$ cat src/rtl/key_event_if.sv
// Key sample / key event bundle between the debouncer side and the event decoder.
// The decoder takes the slave modport; the sample source takes the master modport.
interface key_event_if;
  logic       key_stb;
  logic [7:0] key_val;
  logic [7:0] key_press;
  logic [7:0] key_release;
  logic [7:0] key_hold;
  logic [7:0] key_repeat;

  modport master (
    output key_stb, key_val,
    input  key_press, key_release, key_hold, key_repeat
  );

  modport slave (
    input  key_stb, key_val,
    output key_press, key_release, key_hold, key_repeat
  );
endinterface

$ cat src/rtl/key_event_decoder.sv
// Turns debounced 8-key samples into press/release pulses, a long-press level and
// auto-repeat pulses; all timing is counted in sample strobes.
module key_event_decoder #(
  parameter int ACTIVE_LOW     = 1,
  parameter int LONG_SAMPLES   = 50,
  parameter int REPEAT_SAMPLES = 10
) (
  input logic        CLK_50M,
  input logic        RST_N,
  key_event_if.slave kif
);

  // Bit 0 = key down, bit 1 = long-press; 2'b10 never occurs.
  localparam logic [1:0] ST_IDLE  = 2'b00;
  localparam logic [1:0] ST_PRESS = 2'b01;
  localparam logic [1:0] ST_HOLD  = 2'b11;

  localparam logic [8:0] LONG_CNT   = 9'(LONG_SAMPLES);
  localparam logic [8:0] REPEAT_CNT = 9'(REPEAT_SAMPLES);

  logic [7:0] pressed;
  assign pressed = (ACTIVE_LOW != 0) ? ~kif.key_val : kif.key_val;

  genvar gi;
  generate
    for (gi = 0; gi < 8; gi++) begin : g_key
      logic [1:0] st_q, st_d;
      logic [7:0] cnt_q, cnt_d;
      logic       press_q, press_d;
      logic       release_q, release_d;
      logic       repeat_q, repeat_d;
      logic [8:0] cnt_inc;

      assign cnt_inc = {1'b0, cnt_q} + 9'd1;

      always_comb begin
        st_d      = st_q;
        cnt_d     = cnt_q;
        press_d   = 1'b0;
        release_d = 1'b0;
        repeat_d  = 1'b0;
        if (kif.key_stb) begin
          case (st_q)
            ST_PRESS: begin
              if (!pressed[gi]) begin
                st_d      = ST_IDLE;
                cnt_d     = 8'd0;
                release_d = 1'b1;
              end else if (cnt_inc == LONG_CNT) begin
                st_d     = ST_HOLD;
                cnt_d    = 8'd0;
                repeat_d = 1'b1;
              end else begin
                cnt_d = cnt_inc[7:0];
              end
            end
            ST_HOLD: begin
              if (!pressed[gi]) begin
                st_d      = ST_IDLE;
                cnt_d     = 8'd0;
                release_d = 1'b1;
              end else if (cnt_inc == REPEAT_CNT) begin
                cnt_d    = 8'd0;
                repeat_d = 1'b1;
              end else begin
                cnt_d = cnt_inc[7:0];
              end
            end
            default: begin
              if (pressed[gi]) begin
                st_d    = ST_PRESS;
                cnt_d   = 8'd0;
                press_d = 1'b1;
              end
            end
          endcase
        end
      end

      always_ff @(posedge CLK_50M or negedge RST_N) begin
        if (!RST_N) begin
          st_q      <= ST_IDLE;
          cnt_q     <= 8'd0;
          press_q   <= 1'b0;
          release_q <= 1'b0;
          repeat_q  <= 1'b0;
        end else begin
          st_q      <= st_d;
          cnt_q     <= cnt_d;
          press_q   <= press_d;
          release_q <= release_d;
          repeat_q  <= repeat_d;
        end
      end

      assign kif.key_press[gi]   = press_q;
      assign kif.key_release[gi] = release_q;
      assign kif.key_repeat[gi]  = repeat_q;
      assign kif.key_hold[gi]    = st_q[1];
    end
  endgenerate

endmodule
$ cat src/flat_wrapper.sv
// flat-port wrapper written by rule: the top's interface ports become plain ports
module key_event_decoder_flat 
#(
  parameter int ACTIVE_LOW     = 1,
  parameter int LONG_SAMPLES   = 50,
  parameter int REPEAT_SAMPLES = 10
)
  (CLK_50M, RST_N, kif_key_stb, kif_key_val, kif_key_press, kif_key_release, kif_key_hold, kif_key_repeat);
  key_event_if kif_i ();
  input logic CLK_50M;
  input logic RST_N;
  input wire logic [$bits(kif_i.key_stb)-1:0] kif_key_stb;
  input wire logic [$bits(kif_i.key_val)-1:0] kif_key_val;
  output wire logic [$bits(kif_i.key_press)-1:0] kif_key_press;
  output wire logic [$bits(kif_i.key_release)-1:0] kif_key_release;
  output wire logic [$bits(kif_i.key_hold)-1:0] kif_key_hold;
  output wire logic [$bits(kif_i.key_repeat)-1:0] kif_key_repeat;
  assign kif_i.key_stb = kif_key_stb;
  assign kif_i.key_val = kif_key_val;
  assign kif_key_press = kif_i.key_press;
  assign kif_key_release = kif_i.key_release;
  assign kif_key_hold = kif_i.key_hold;
  assign kif_key_repeat = kif_i.key_repeat;
  key_event_decoder #(.ACTIVE_LOW(ACTIVE_LOW), .LONG_SAMPLES(LONG_SAMPLES), .REPEAT_SAMPLES(REPEAT_SAMPLES)) u_core (.CLK_50M(CLK_50M), .RST_N(RST_N), .kif(kif_i));
endmodule
$ cat config.mk
export PLATFORM = sky130hd
export DESIGN_NAME = key_event_decoder_flat
export DESIGN_NICKNAME = d
export VERILOG_FILES = /design/src/rtl/key_event_if.sv /design/src/rtl/key_event_decoder.sv /design/src/flat_wrapper.sv
export SDC_FILE = /design/constraint.sdc
export NUM_CORES = 1
export LEC_CHECK = 0
export BUFFER_PORTS_ARGS = -buffer_cell sky130_fd_sc_hd__clkbuf_2
export CORE_MARGIN = 2
export CORE_UTILIZATION = 44
export DETAILED_ROUTE_END_ITERATION = 7
export SLEW_MARGIN = 15
export SYNTH_ARGS = -nofsm -noshare
export SYNTH_HDL_FRONTEND = slang
export SYNTH_SLANG_ARGS = --single-unit
$ cat constraint.sdc
create_clock -name CLK_50M -period 3.1 [get_ports CLK_50M]
set_clock_uncertainty 0.1 [all_clocks]
set_input_delay 0.155 -clock CLK_50M [delete_from_list [all_inputs] [get_ports CLK_50M]]
set_output_delay 0.155 -clock CLK_50M [all_outputs]
set_load 0.005 [all_outputs]
Yosys cells after proc, flatten, opt, wreduce, memory -nomap -nowiden
Index checks and enable logic that the tools add are counted.

Logic and storage cells: 313. Bits in registers: 104. Output and inout port bits: 32. Input bits: 11.

Equality and inequality tests: 48. $add $sub $neg: 8. Bitwise operators: 1. Reductions and logical operators: 32. Muxes and demuxes: 184.

Operators by type and width (count): two-way mux 8 bit (40); case mux 8 bit (2 select lines) (8); two-way mux 1 bit (88); adder 8 x 1 -> 9 bit, second input constant (8); equality test 9 x 4 -> 1 bit, second input constant (8); equality test 9 x 6 -> 1 bit, second input constant (8); two-way mux 2 bit (32); case mux 2 bit (2 select lines) (8); AND reduction 4 bit (8); inequality test 3 bit, second input constant (8); nonzero test 3 bit (8); equality test 2 x 1 -> 1 bit, second input constant (8); equality test 2 bit, second input constant (8); inequality test 2 bit, second input constant (8); case mux 1 bit (2 select lines) (8); AND reduction 2 bit (8); OR reduction 2 bit (8); NOT 8 bit (1).

Depth between registers and ports, before layout
Word-level depth: 6. Depth in mapped cells: 8. Depth with buffers taken out: 7.

Worst setup path after synthesis
OpenSTA, ideal clock, no wires.

Path type: register to register. Start point: register u_core.g_key[3].cnt_q[0]. End point: register u_core.g_key[3].cnt_q[3]. Arrival time: 2.368 ns. Setup slack: 0.508 ns. Cell stages (with the launch flop): 8. Library setup time: 0.124 ns. Data required time: 2.876 ns. Path through: dfrtp_1 -> ha_1 -> or3b_4 -> o2bb2a_4 -> o221a_4 -> o41ai_4 -> nor3_1 -> a211o_1.

Longest elaborated chain between the ends: 5.

Ends and longest elaborated chain: start, declared (line key_event_decoder.sv:28) `logic [7:0] cnt_q, cnt_d;`; start signal, assigned (line key_event_decoder.sv:89) `cnt_q <= cnt_d;`; adder 8 x 1 -> 9 bit * (line key_event_decoder.sv:34) `assign cnt_inc = {1'b0, cnt_q} + 9'd1;`; equality test 9 x 4 -> 1 bit or equality test 9 x 6 -> 1 bit (tied branches) (line key_event_decoder.sv:62, key_event_decoder.sv:49); two-way mux 8 bit, on equally long branches (line key_event_decoder.sv:62, key_event_decoder.sv:49); two-way mux 8 bit, on equally long branches (line key_event_decoder.sv:58, key_event_decoder.sv:45); case mux 8 bit (2 select lines) * (line key_event_decoder.sv:43) `case (st_q)`.

Every way passes the cells marked *; elsewhere a longest branch is shown, timed or not. A chain may end at the register's enable or synchronous reset.

Worst setup path in the final report
Start point: register u_core.g_key[3].cnt_q[0]. End point: register u_core.g_key[3].cnt_q[4].

Same word-level chain as after synthesis.

==> results.md <==
* Outcome: completed
* Async S/R FF share, synth at 100%
* Total CTS buffers at 9
* EDFF count, synth at 0
* CP Launch Type: flop
* Final Max Slew Viols at 0
* Die footprint at roughly 0.016 sq mm
* Tcrit/Tclk final at 90.0%
* CP required at about 3.2 ns
* Final HPWL DP at ~9100 um
* Hold WC Path Type: in2reg
* Fmax at roughly 0.36 GHz
* Global route overflow at 0
* Routed WL at ~13,000 um
* Horiz. Die Dim at approximately 130 um
* Syn_area_per_cell at 8.94 sq um
* Place WS at between 0.3 and 0.4 ns
* Crit path time final at about 2.8 ns
* Synthesized flop and latch total at 104
* Kind of critical path: reg2reg
* Nets at 760
* Synth unique cells at between 70 and 80
* CTS tree: built
* Global Route Usage Sum at 17.5%
* Ports at 43
* Die height at between 100 and 150 um
* Residual DRC at 0
* Crit. End Element: flop
* P per Cell Area at around 430 mW/mm^2
* Vias at 5,241
* First-pass GRT wire length at approximately 23,000 um
* Comb pwr share at ~11%
* Rows at 44
* PortBufs at 42
* Antenna violations before repair at 0
* Sequential area share after synthesis at between 40% and 50%
* CTS max path bufs at 2
* P&R area growth vs syn at 7.44%
* Reg clk slew, reported paths at about 0.07 ns
* Worst-Margin Slew at about 0.77 ns
* Switching power total at around 0.80 mW
* Largest net degree at the start of global routing at 60
* H-tree levels at 3
* Top_reg_cell synth: dfrtp_1
* VDD IR max at roughly 0.00028 V
* Initial core utilization at between 40 and 50%
* DR WL/cell at 14.3 um
* Syn nets at 759
* Mapped cell area at 0.00649 sq mm
* Leakage at roughly 3.1 nW
* Most common cell after layout, fill and taps aside: dfrtp_1
* Most frequent cells in the layout: dfrtp_1 (104), nand2_1 (78), o21ai_0 (54), nand3_1 (42), clkbuf_2 (41)
* First-pass detailed-route iteration total at 5
* Critical path data arrival time at roughly 2.9 ns
* Seq pwr share at between 50% and 60%
* Hold Fails Final Rpt at 0
* TritonCTS Sinks at between 100 and 150
* Syn. warnings at 0
* Tot Pwr at roughly 3 mW
* Antenna-violating nets left at 0
* Via/cell ratio at between 5 and 6
* Max Cap Viol at 0
* Root Driver: clkbuf_16
* Setup violators final at 0
* Share of layout cells above drive strength 1 at a little over 10%
* Clk network pwr share at 38.1%
* Switching Share at 26.8%
* Floorplan core area at between 0.01 and 0.015 sq mm
* Starting DRT DRC Count at approximately 370
* PostCTS Resize Cnt at 0
* Worst slew margin at roughly 49%
* Syn Inst Count at about 730
* RSZ-0062 raised after global routing: false
* PnR worst setup slack at 0.310 ns
* Insertion delay to the later sink of the worst-skew pair at roughly 0.35 ns
* Internal power at roughly 2.2 mW
* Crit Path Max Fanout at 9
* GPL Wtd Cong at between 0.8 and 0.9
* Sum Neg Setup Slack at 0 ns
* Diodes inserted at 0
* Vias in the first global route at just under 5,000
## layout make-up
class                           count  area [sq um]
Clock inverter                      3          42.5
Fill cell                        1344          7510
Inverter                           37           139
Clock buffer                       12           246
Sequential cell                   104          2600
Timing Repair Buffer               53           330
Tap cell                          184           230
Multi-Input combinational cell    522          3380
## through the flow
stage          cell area (sq um)  std cells  util, %  hold WS, ns
2_1_floorplan               6490        726        -       -0.241
3_3_place_gp                6590        891     45.5        0.182
3_5_place_dp                6590        891     45.5        0.192
4_1_cts                     6970        915     48.2        0.249
5_1_grt                     6970        915     48.2        0.309
6_report                    6970        915     48.2        0.270
## path summary, 6_finish.rpt
kind | start | to | slack, ns | cells past startpoint
hold reg to reg | u_core.g_key[2].cnt_q[7] | u_core.g_key[2].cnt_q[7] | 0.38 | 1
hold / removal | kif_key_stb | u_core.g_key[2].st_q[0] | 0.27 | 2
min in group asynchronous | RST_N | u_core.g_key[2].cnt_q[1] | 0.32 | 2
max in group asynchronous | RST_N | u_core.g_key[3].cnt_q[1] | 1.86 | 3
setup / recovery | u_core.g_key[3].cnt_q[0] | u_core.g_key[3].cnt_q[4] | 0.31 | 7
setup reg to reg | u_core.g_key[3].cnt_q[0] | u_core.g_key[3].cnt_q[4] | 0.31 | 7
## worst max-delay path: stages, from the launching register on
cell and delay (ns):
dfrtp_1 0.47, ha_1 0.30, or3b_4 0.42, o2bb2a_4 0.22, o221a_4 0.27, o41ai_4 0.53
nor3_1 0.08, a211o_1 0.28
## cell usage after synthesis (4+ instances only)
library cell | number | share of area [%]
dfrtp_1 | 104 | 40
nand2_1 | 78 | 4.5
o21ai_0 | 54 | 4.2
nand3_1 | 42 | 3.2
inv_1 | 37 | 2.1
nor2_1 | 37 | 2.1
buf_4 | 32 | 3.7
and3_1 | 30 | 2.9
clkbuf_1 | 22 | 1.3
ha_1 | 22 | 4.2
a21oi_1 | 21 | 1.6
a31oi_1 | 13 | 1.3
nor3_1 | 13 | 1.0
nor3b_1 | 13 | 1.5
o31ai_1 | 13 | 1.5
a21o_1 | 12 | 1.4
nand2b_1 | 11 | 1.1
mux2i_1 | 10 | 1.5
or3_1 | 10 | 0.96
nand4_1 | 9 | 0.87
xnor2_1 | 9 | 1.2
buf_2 | 8 | 0.62
o21bai_1 | 8 | 0.93
o21ai_1 | 7 | 0.54
nand4b_1 | 6 | 0.81
nor2b_1 | 6 | 0.58
a211o_1 | 5 | 0.67
o2bb2ai_1 | 5 | 0.67
a2111oi_0 | 4 | 0.54
a211oi_1 | 4 | 0.46
and2_1 | 4 | 0.39
nand3b_1 | 4 | 0.46
nor4b_1 | 4 | 0.54
o41ai_1 | 4 | 0.54
xor2_1 | 4 | 0.54
## layer usage
layer	track usage (%)	wire length, um	vias up
li1	-	-	2619
met1	23.9	6210	2514
met2	28.3	6140	95
met3	2.78	496	13
met4	6.47	204	0
met5	0	0	-
## cell families (layout without fill, tap and decap cells)
family	after synthesis	count (layout)	share of synthesized area, %
fa+ha+maj	22	22	4.24
xor+xnor	13	13	1.75
flops	104	104	40.1
compound gates	191	191	21.1
mux	12	12	1.89
simple gates	284	284	23.2
buf+inv	100	105	7.79
## sequential cells by signal (all words and copies together), names as in the netlist
name and count:
u_core.g_key.press_q 8, u_core.g_key.repeat_q 8, u_core.g_key.release_q 8, u_core.g_key.cnt_q 64, u_core.g_key.st_q 16
## power by group through the flow
stage | Sequential, mW | Clock (mW) | Combinational, mW
floorplan | 1.51 | 0 | 0.245
global placement | 1.53 | 0 | 0.329
detailed placement | 1.54 | 0 | 0.337
CTS | 1.51 | 1.17 | 0.348
global route | 1.53 | 1.23 | 0.402
finish | 1.51 | 1.14 | 0.342
## what timing repair did
action | CTS | global route
buffers inserted | 0 | 0
hold buffers | 9 | 0
hold endpoints to repair | 77 | 0
No activity file was read; power rests on OpenSTA's default activity.
